<file path="config.mk">
export PLATFORM = sky130hd
export DESIGN_NAME = key_seq_reader
export DESIGN_NICKNAME = d
export VERILOG_FILES = /design/src/rtl/key_seq_reader.sv
export SDC_FILE = /design/constraint.sdc
export NUM_CORES = 1
export LEC_CHECK = 0
export CAP_MARGIN = 10
export CORE_MARGIN = 3
export CORE_UTILIZATION = 28
export CTS_CLUSTER_SIZE = 20
export DETAILED_ROUTE_END_ITERATION = 7
export SLEW_MARGIN = 20
export SYNTH_ARGS = -nofsm -noshare
export SYNTH_HDL_FRONTEND = slang
export SYNTH_SLANG_ARGS = --single-unit
</file>
<file path="constraint.sdc">
create_clock -name clk -period 3.7 [get_ports clk]
set_input_delay 0.37 -clock clk [delete_from_list [all_inputs] [get_ports clk]]
set_output_delay 0.37 -clock clk [all_outputs]
set_load 0.05 [all_outputs]
</file>
<file path="src/rtl/key_seq_reader.sv">
// Bus-master front end for the serial key sequencer: issues qualified read strobes,
// shifts in SDRD bits and returns the assembled word over a valid/ready channel.
module key_seq_reader #(
   parameter int unsigned ACC_CYCLES = 3,
   parameter int unsigned GAP_CYCLES = 1,
   parameter int unsigned MAXBITS    = 16
) (
   input  logic               clk,
   input  logic               rst_n,
   input  logic               cmd_valid,
   output logic               cmd_ready,
   input  logic [3:0]         cmd_code,
   input  logic [4:0]         cmd_len,
   input  logic               abort,
   input  logic               sdrd,
   output logic               ba13,
   output logic               ba12,
   output logic [3:0]         ba7_4,
   output logic               sser_n,
   output logic               br_w,
   output logic               busy,
   output logic               rsp_valid,
   output logic [MAXBITS-1:0] rsp_data,
   input  logic               rsp_ready
);

   localparam int unsigned CNT_W  = $clog2(MAXBITS + 1);
   localparam int unsigned MAX_PH = (ACC_CYCLES > GAP_CYCLES) ? ACC_CYCLES : GAP_CYCLES;
   localparam int unsigned PH_W   = (MAX_PH > 1) ? $clog2(MAX_PH) : 1;

   typedef enum logic [2:0] {
      IDLE   = 3'd0,
      SETUP  = 3'd1,
      STROBE = 3'd2,
      GAP    = 3'd3,
      DONE   = 3'd4
   } state_t;

   state_t             state;
   logic [CNT_W-1:0]   len_q;
   logic [CNT_W-1:0]   cnt_q;
   logic [PH_W-1:0]    ph_q;
   logic [MAXBITS-1:0] shreg;
   logic [CNT_W-1:0]   eff_len_c;

   // A length of zero or beyond the word width reads a full word.
   always_comb begin
      eff_len_c = CNT_W'(MAXBITS);
      if (cmd_len != 5'd0 && 32'(cmd_len) <= 32'(MAXBITS))
         eff_len_c = CNT_W'(cmd_len);
   end

   always_ff @(posedge clk or negedge rst_n) begin
      if (!rst_n) begin
         state     <= IDLE;
         len_q     <= '0;
         cnt_q     <= '0;
         ph_q      <= '0;
         shreg     <= '0;
         ba13      <= 1'b1;
         ba12      <= 1'b0;
         ba7_4     <= 4'd0;
         sser_n    <= 1'b1;
         br_w      <= 1'b0;
         busy      <= 1'b0;
         cmd_ready <= 1'b1;
         rsp_valid <= 1'b0;
         rsp_data  <= '0;
      end else if (abort && state != IDLE) begin
         // Abort deselects the window at once and drops any partial or pending word.
         state     <= IDLE;
         ph_q      <= '0;
         ba13      <= 1'b1;
         ba12      <= 1'b0;
         ba7_4     <= 4'd0;
         sser_n    <= 1'b1;
         br_w      <= 1'b0;
         busy      <= 1'b0;
         cmd_ready <= 1'b1;
         rsp_valid <= 1'b0;
      end else begin
         case (state)
            IDLE: begin
               if (cmd_valid && !abort) begin
                  len_q     <= eff_len_c;
                  cnt_q     <= '0;
                  ph_q      <= '0;
                  shreg     <= '0;
                  ba13      <= 1'b0;
                  ba12      <= 1'b1;
                  br_w      <= 1'b1;
                  ba7_4     <= cmd_code;
                  sser_n    <= 1'b1;
                  busy      <= 1'b1;
                  cmd_ready <= 1'b0;
                  state     <= SETUP;
               end
            end
            SETUP: begin
               sser_n <= 1'b0;
               ph_q   <= '0;
               state  <= STROBE;
            end
            STROBE: begin
               if (ph_q == PH_W'(ACC_CYCLES - 1)) begin
                  shreg  <= {shreg[MAXBITS-2:0], sdrd};
                  cnt_q  <= cnt_q + CNT_W'(1);
                  sser_n <= 1'b1;
                  ph_q   <= '0;
                  state  <= GAP;
               end else begin
                  ph_q <= ph_q + PH_W'(1);
               end
            end
            GAP: begin
               if (ph_q == PH_W'(GAP_CYCLES - 1)) begin
                  ph_q <= '0;
                  if (cnt_q < len_q) begin
                     state <= SETUP;
                  end else begin
                     ba13     <= 1'b1;
                     ba12     <= 1'b0;
                     ba7_4    <= 4'd0;
                     br_w     <= 1'b0;
                     rsp_data <= shreg;
                     state    <= DONE;
                  end
               end else begin
                  ph_q <= ph_q + PH_W'(1);
               end
            end
            DONE: begin
               // Word is presented one clock after the bus is released.
               if (!rsp_valid) begin
                  rsp_valid <= 1'b1;
               end else if (rsp_ready) begin
                  rsp_valid <= 1'b0;
                  busy      <= 1'b0;
                  cmd_ready <= 1'b1;
                  state     <= IDLE;
               end
            end
            default: begin
               state <= IDLE;
            end
         endcase
      end
   end

endmodule

</file>
======== Word-level counts from Yosys, hierarchy flattened ========
Cells that the tools add are included.
cells by class
  $add $sub $neg .......................... 2
  $lt $le $gt $ge ......................... 2
  equality and inequality tests ........... 13
  mux-type cells .......................... 50
  bitwise gates (word level) .............. 2
  reductions and logical operators ........ 22
operator list
  operator               number
  $mux W16               2
  $pmux W16 S2           1
  $mux W3                7
  $mux W1                20
  $ne A3 B3 Y1 const B   6
  $mux W4                4
  $reduce_and A4 Y1      4
  $mux W5                3
  $pmux W3 S5            1
  $pmux W5 S2            1
  $reduce_bool A5 Y1     2
  $reduce_bool A3 Y1     3
  $mux W2                4
  $pmux W1 S2            4
  $pmux W2 S4            1
  $pmux W4 S2            1
  $eq A3 B2 Y1 const B   2
  $reduce_and A3 Y1      2
  $add A5 B1 Y5 const B  1
  $le A5 B5 Y1 const B   1
  $lt A5 B5 Y1           1
  $reduce_and A5 Y1      1
  $ne A2 B2 Y1 const B   2
  $reduce_bool A2 Y1     2
  other kinds (12)       15
storage, ports and cells
  bits in registers ....................... 57
  input bits .............................. 15
  output and inout bits ................... 27
  word-level logic and storage cells ...... 104

======== Longest topological paths before layout ========
Gate-level depths: netlist (run 1).
  word-level depth ........................ 5
  gate-level depth with buffers ........... 7
  depth with buffers taken out ............ 6

======== Least setup slack after synthesis (run 1) ========
OpenSTA, ideal clock, no wires.
  kind .................................... register to register
  start point ............................. register cnt_q[4]
  end point ............................... register rsp_data[10]
  library setup time ...................... 0.125 ns
  data arrival time ....................... 1.828 ns
  data required time ...................... 3.575 ns
  setup slack ............................. 1.746 ns
  cell stages (with the launch flop) ...... 7
  path buffers ............................ 1
  period minus slack after synthesis ...... 1.954 ns
  cells stage by stage .................... dfrtp_1 ha_1 a21oi_1 nor3_2 a21oi_2 buf_6 mux2_4
on the way
  cells in the longest elaborated chain, start to end .. 3
ends and longest elaborated chain
  element                      RTL line  RTL
  start, declared              41        logic [CNT_W-1:0] cnt_q;
  start signal, assigned       107       cnt_q <= cnt_q + CNT_W'(1);
  $lt A5 B5 Y1                 118       if (cnt_q < len_q) begin
  $not A1 Y1 (no line)         n/a
  $reduce_and A4 Y1 (no line)  n/a
  end signal, assigned         125       rsp_data <= shreg;
  end, declared                23        output logic [MAXBITS-1:0] rsp_data,
No other way between the ends.
A chain may end at the register's enable or synchronous reset.

======== Worst setup path in the final report (run 1) ========
  start point ............................. register cnt_q[4]
  end point ............................... register rsp_data[4]
The elaborated chain is that of the path after synthesis.

==> metrics.md, run 1 <==
| Metric | Value |
|---|---|
| Status | completed |
| Mapped Area | 2620 sq um |
| Setup Skew | 0.00577 ns |
| Fillers | 865 |
| RSZ-0062 raised after global routing | false |
| CP Max Fanout | 11 |
| DP Wirelength | 3.65 mm |
| Worst slew pin tran | 0.826 ns |
| Max incr delay on CP | 0.44 ns |
| Sum of negative setup slack | 0 ns |
| Skew-Pair Late Insertion Delay | 0.33 ns |
| Most common cell after layout, fill and taps aside | dfrtp_1 |
| CTS tree | yes |
| Mean area per synthesized cell | 12.1 sq um |
| Synth async-reset ratio | 100% |
| CP endpoint kind | flop |
| Post-synth EDFFs | 0 |
| Fmax | 414 MHz |
| ANT nets after route | 0 |
| DR vias | 1826 |
| Io pins | 42 |
| Crit path from | cnt_q[4]$_DFFE_PN0P_ |
| Reg2reg path depth | 6 |
| CP cell instances | ha_1 > a21oi_1 > nor3_2 > a21oi_2 > buf_4 > mux2_2 |
| Die width | 103 um |
| Wire per inst | 14.1 um |
| Gates resized, CTS repair | 0 |
| Gr usage total | 10.9% |
| Hold Vio Cnt, Final | 0 |
| DIE HEIGHT | 103 um |
| Rows | 34 |
| Worst Hold Class | in -> async |
| Initial antenna violation count | 0 |
| Most frequent cells in the layout | 54 x dfrtp_1, 40 x clkdlybuf4s50_1, 17 x a22o_1 |
| Max Transition Viols Final | 0 |
| VDD IR max | 0.000205 V |
| Pre-antenna DRT Iters | 4 |
| Final setup viols | 0 |
| Worst path required time | 3.91 ns |
| Die ar. | 10500 sq um |
| WL final | 5.29 mm |
| Total power divided by cell area | 464 nW/um^2 |
| Nets | 288 |
| Placeable Area | 8890 sq um |
| H-Tree Depth | 3 |
| CP arrival | 2.62 ns |
| Top_reg_cell synth | dfrtp_1 |
| Vias in the first global route | 1871 |
| Starting Density | 29.4% |
| Tot Pwr | 1.53 mW |
| Final Util | 37.0% |
| Fraction of layout cells with a size suffix above 1 | 17.6% |
| Max_slew headroom | 44.9% |
| CTS max path bufs | 2 |
| Overflow after GRT | 0 |
| Yosys warns | 0 |
| Setup Fix Bufs, Post-CTS | 0 |
| P_leak | 1.50 nW |
| Max-cap violation count | 0 |
| Reg-to-Reg End | rsp_data[4]$_DFFE_PN0P_ |
| #FFs+latches synth | 57 |
| Reg2reg setup slack | 1.29 ns |
| Net Count, Synth | 243 |
| Post-synthesis sequential area ratio | 54.7% |
| Critical-path top delay cell | a21oi_2 |
| Kind of critical path | reg -> reg |
| CTS root buffer | clkbuf_8 |
| Clock Sinks | 57 |
| Crit path to | rsp_data[4]$_DFFE_PN0P_ |
| Yosys top cell area share | 51.7% |
| Synth cell types | 45 |
| Reg clk slew, reported paths | 0.07 ns |
| Antenna diodes | 0 |
| Min cycle time layout | 2.41 ns |
| P&R area growth vs syn | 25.9% |
| Fin crit share | 65.3% |
| Routability congestion estimate | 0.754 |
| First-pass GRT wire length | 8.93 mm |
| Synth area leader | dfrtp_1 |
| Synth area leaders | dfrtp_1 52%, a22o_1 5.7%, ha_1 5.3% |
| Post-CTS Hold Fix Bufs | 0 |
| Startpoint Class | flop |
| Largest net degree at the start of global routing | 37 |
| Cells after Synth | 217 |
| Vias per cell | 4.87 |
| IO Port Bufs | 41 |
| # DRC | 0 |
| R2R Path Start | cnt_q[4]$_DFFE_PN0P_ |
| CTS buffer count | 9 |
| 1st-iter DRT viols | 87 |
## where the power goes
group,switching [mW],internal [mW]
sequential,0.0346,0.674
combinational,0.215,0.124
clock,0.244,0.238
## worst min-delay path by stage
stage	endpoint	cells past startpoint
after global routing	rsp_valid$_DFFE_PN0N_	1
final	rsp_valid$_DFFE_PN0N_	1
after floorplan	ba7_4[0]$_DFFE_PN0P_	0
after detailed placement	len_q[0]$_DFFE_PN0P_	2
after global placement	len_q[0]$_DFFE_PN0P_	2
after CTS	rsp_valid$_DFFE_PN0N_	1
## layer usage
layer  vias to the layer above  GRT usage, %  part of all wire (%)
met5                         -             0                     0
met4                         0          2.72                  0.81
met3                         6          4.06                   5.8
met2                        50          16.2                    44
met1                       895          14.9                    49
li1                        875             -                     -
## kinds of logic after synthesis
family / share of synthesized area [%]
AND/OR/NAND/NOR: 10.9
buffers and inverters: 3.64
multiplexers: 9.71
flip-flops: 54.7
AO/OA/AOI/OAI: 14.8
adder cells (fa/ha/maj): 5.26
XOR/XNOR: 1.00
## synthesized netlist by cell type (4+ instances only)
master,instances
dfrtp_1,54
a22o_1,17
nand2_1,15
o21ai_0,12
ha_1,11
inv_1,10
nor2_1,10
mux2_4,9
mux2_2,7
a21oi_1,6
clkbuf_1,6
a32o_1,5
nor3_1,5
mux2i_1,4
nand3b_1,4
## critical path: cells and delay by family, from the launching register on
kind | cells | cell delay [ns]
adder cells (fa/ha/maj) | 1 | 0.31
AO/OA/AOI/OAI | 2 | 0.81
multiplexers | 1 | 0.35
buffers and inverters | 1 | 0.32
flip-flops | 1 | 0.40
AND/OR/NAND/NOR | 1 | 0.10
## final cells by class
class	instances	area [sq um]	share of cell area, %
Sequential cell	57	1430	43.4
Multi-Input combinational cell	139	1090	33.2
Timing Repair Buffer	45	435	13.2
Tap cell	108	135	4.10
Clock buffer	10	128	3.88
Inverter	10	37.5	1.14
Clock inverter	6	35.0	1.06
## flip-flops by register name (all words and copies together) (netlist names)
signal and cells:
sser_n 1, state 3, rsp_valid 1, cnt_q 5, ba7_4 4, ba13 1, busy 1, br_w 1
shreg 16, cmd_ready 1, rsp_data 16, ph_q 2, len_q 5
## through the flow
stage,cells,cell area [sq um],worst slack (ns),hold WS [ns]
after global routing,375,3290,1.17,0.180
after floorplan,217,2620,1.75,0.0744
after detailed placement,359,3130,0.955,0.460
after CTS,375,3290,1.28,0.150
final,375,3290,1.29,0.133
after global placement,359,3130,0.960,0.451
No activity file was read; power rests on OpenSTA's default activity.
==> run 2: changes to the inputs <==
clock period = 2.4 ns   (was 3.7 ns; I/O delays follow)
==> run 2 against run 1 <==
Against the previous run:
- sequential power is 54% higher
- register-to-register slack worse by 0.90 ns
- sequential share of layout area is 0.95 points lower
- cell count is 2.1% higher
- non-clock buffer count is 8 higher
- critical path depth stayed put
- via count is 0.55% higher
- clock skew is 0.0044 ns higher
- setup slack worse by 0.90 ns
- final area is 2.2% higher
- critical path type unchanged
- critical endpoint unchanged
- largest cell class unchanged
==> metrics.md, run 2 (synthesis results as in run 1) <==
| Metric | Value |
|---|---|
| Hold Vio Cnt, Final | 0 |
| Reg clk slew, reported paths | 0.07 ns |
| Critical-path top delay cell | dfrtp_1 |
| Starting Density | 29.4% |
| Status | completed |
| Setup Fix Bufs, Post-CTS | 0 |
| Routability congestion estimate | 0.756 |
| ANT nets after route | 0 |
| CTS max path bufs | 2 |
| CTS root buffer | clkbuf_8 |
| Regs by FF count | rsp_data: 16 flops, shreg: 16 flops |
| Vias in the first global route | 1937 |
| Die width | 103 um |
| CP Max Fanout | 11 |
| Crit path max-delay family | compound AO/OA/AOI/OAI gates |
| Switching Power | 745 uW |
| Inst Count DP | 366 |
| 1st-iter DRT viols | 55 |
| Clock share of power | 31.8% |
| Final Non-Filler Cells | 383 |
| Most common cell after layout, fill and taps aside | dfrtp_1 |
| CTS tree | yes |
| Antenna diodes | 0 |
| Fraction of layout cells with a size suffix above 1 | 18.2% |
| Sum of negative setup slack | 0 ns |
| Die ar. | 10500 sq um |
| First-pass GRT wire length | 9.09 mm |
| DR vias | 1836 |
| Worst Hold Slack | 0.417 ns |
| Min cycle time layout | 2.01 ns |
| RSZ-0062 raised after global routing | false |
| CP cell instances | ha_1 > a21oi_1 > nor3_2 > a21oi_2 > buf_4 > mux2_2 |
| Largest net degree at the start of global routing | 58 |
| Initial antenna violation count | 0 |
| P&R area growth vs syn | 28.8% |
| Flop pwr share | 45.5% |
| WL final | 5.40 mm |
| Max Transition Viols Final | 0 |
| Internal power component | 1.64 mW |
| DIE HEIGHT | 103 um |
| Switch share | 31.2% |
| CTS buffer count | 9 |
| Post-place setup slack | 0.173 ns |
| Max incr delay on CP | 0.40 ns |
| Fmax | 497 MHz |
| Met1 Resource Use GR | 14.2% |
| Gr usage total | 11.2% |
| Final setup viols | 0 |
| Startpoint Class | flop |
| IO Port Bufs | 41 |
| Setup Skew | 0.0102 ns |
| Max_slew headroom | 53.9% |
| P_leak | 1.54 nW |
| Clock Sinks | 57 |
| CP endpoint kind | flop |
| Final Util | 37.9% |
| WP buf/inv | 1 |
| Vias per cell | 4.79 |
| Total power divided by cell area | 710 nW/um^2 |
| Setup ws final | 0.390 ns |
| Fin crit share | 83.8% |
| # DRC | 0 |
| Nets | 296 |
| Met3 GRT Util | 4.47% |
| Placeable Area | 8890 sq um |
| Overflow after GRT | 0 |
| Kind of critical path | reg -> reg |
| Most frequent cells in the layout | 54 x dfrtp_1, 40 x clkdlybuf4s50_1, 17 x a22o_1 |
| Met2 usage | 17.8% |
| CP arrival | 2.22 ns |
| Wire per inst | 14.1 um |
| GRT busiest layer | met2 |
| H-Tree Depth | 3 |
| Skew-Pair Late Insertion Delay | 0.33 ns |
| Pre-antenna DRT Iters | 4 |
| VDD IR max | 0.000385 V |
| Worst path required time | 2.61 ns |
| Io pins | 42 |
| Fillers | 872 |
| Worst Hold Class | in -> async |
| Worst slew pin tran | 0.691 ns |
| Max-cap violation count | 0 |
| Comb pwr share | 22.7% |
| DP Wirelength | 3.66 mm |
| Rows | 34 |
run 2: changes by cell type in the layout (fill, tap and decap cells not counted):
cell	change
buf_4	+6
clkbuf_1	+4
clkinv_2	-3
clkinvlp_4	-2
buf_12	+1
clkbuf_8	+1
dlygate4sd3_1	+1
run 2: power groups by stage:
stage          Combinational, mW  Sequential (mW)  Clock [mW]
3_5_place_dp               0.545             1.11           0
2_1_floorplan              0.203             1.26           0
3_3_place_gp               0.540             1.10           0
5_1_grt                    0.596             1.10       0.841
4_1_cts                    0.550             1.09       0.781
6_report                   0.543             1.09       0.760
run 2: final cells by class:
class	instances	area, sq um	share of cell area [%]
inverter	10	37.5	1.11
sequential	57	1430	42.5
clock buffer	15	156	4.65
multi-input combinational	139	1090	32.4
clock inverter	1	5.00	0.149
timing repair buffer	53	510	15.2
tap	108	135	4.01
run 2: per-layer routing:
metal,wire [um],vias up
li1,-,887
met5,0,-
met1,2540,895
met2,2490,44
met4,70,0
met3,302,10
run 2: timing repair:
item	CTS	global route
resized for setup	0	0
endpoints found under the hold margin	54	0
hold buffers	1	0
run 2: stage by stage:
stage	cell area (sq um)	power, mW
after floorplan	2620	1.46
after global placement	3190	1.64
after detailed placement	3190	1.65
after CTS	3360	2.42
after global routing	3370	2.53
final	3370	2.39
run 2: path summary, 6_finish.rpt:
path                       slack [ns]  depth (start not counted)                 start                 endpoint
min in group clk                 0.47                          2  len_q[0]$_DFFE_PN0P_     len_q[0]$_DFFE_PN0P_
min                              0.42                          3                 rst_n    rsp_valid$_DFFE_PN0N_
max reg2reg                      0.39                          6  cnt_q[4]$_DFFE_PN0P_  rsp_data[4]$_DFFE_PN0P_
min reg2reg                      0.47                          2  len_q[0]$_DFFE_PN0P_     len_q[0]$_DFFE_PN0P_
max                              0.39                          6  cnt_q[4]$_DFFE_PN0P_  rsp_data[4]$_DFFE_PN0P_
max in group asynchronous        1.67                          3                 rst_n         ba13$_DFFE_PN1P_
run 2: worst register-to-register path: stages (launching register included):
cell and delay (ns):
dfrtp_1 0.40, ha_1 0.32, a21oi_1 0.34, nor3_2 0.10
a21oi_2 0.15, buf_4 0.23, mux2_2 0.36
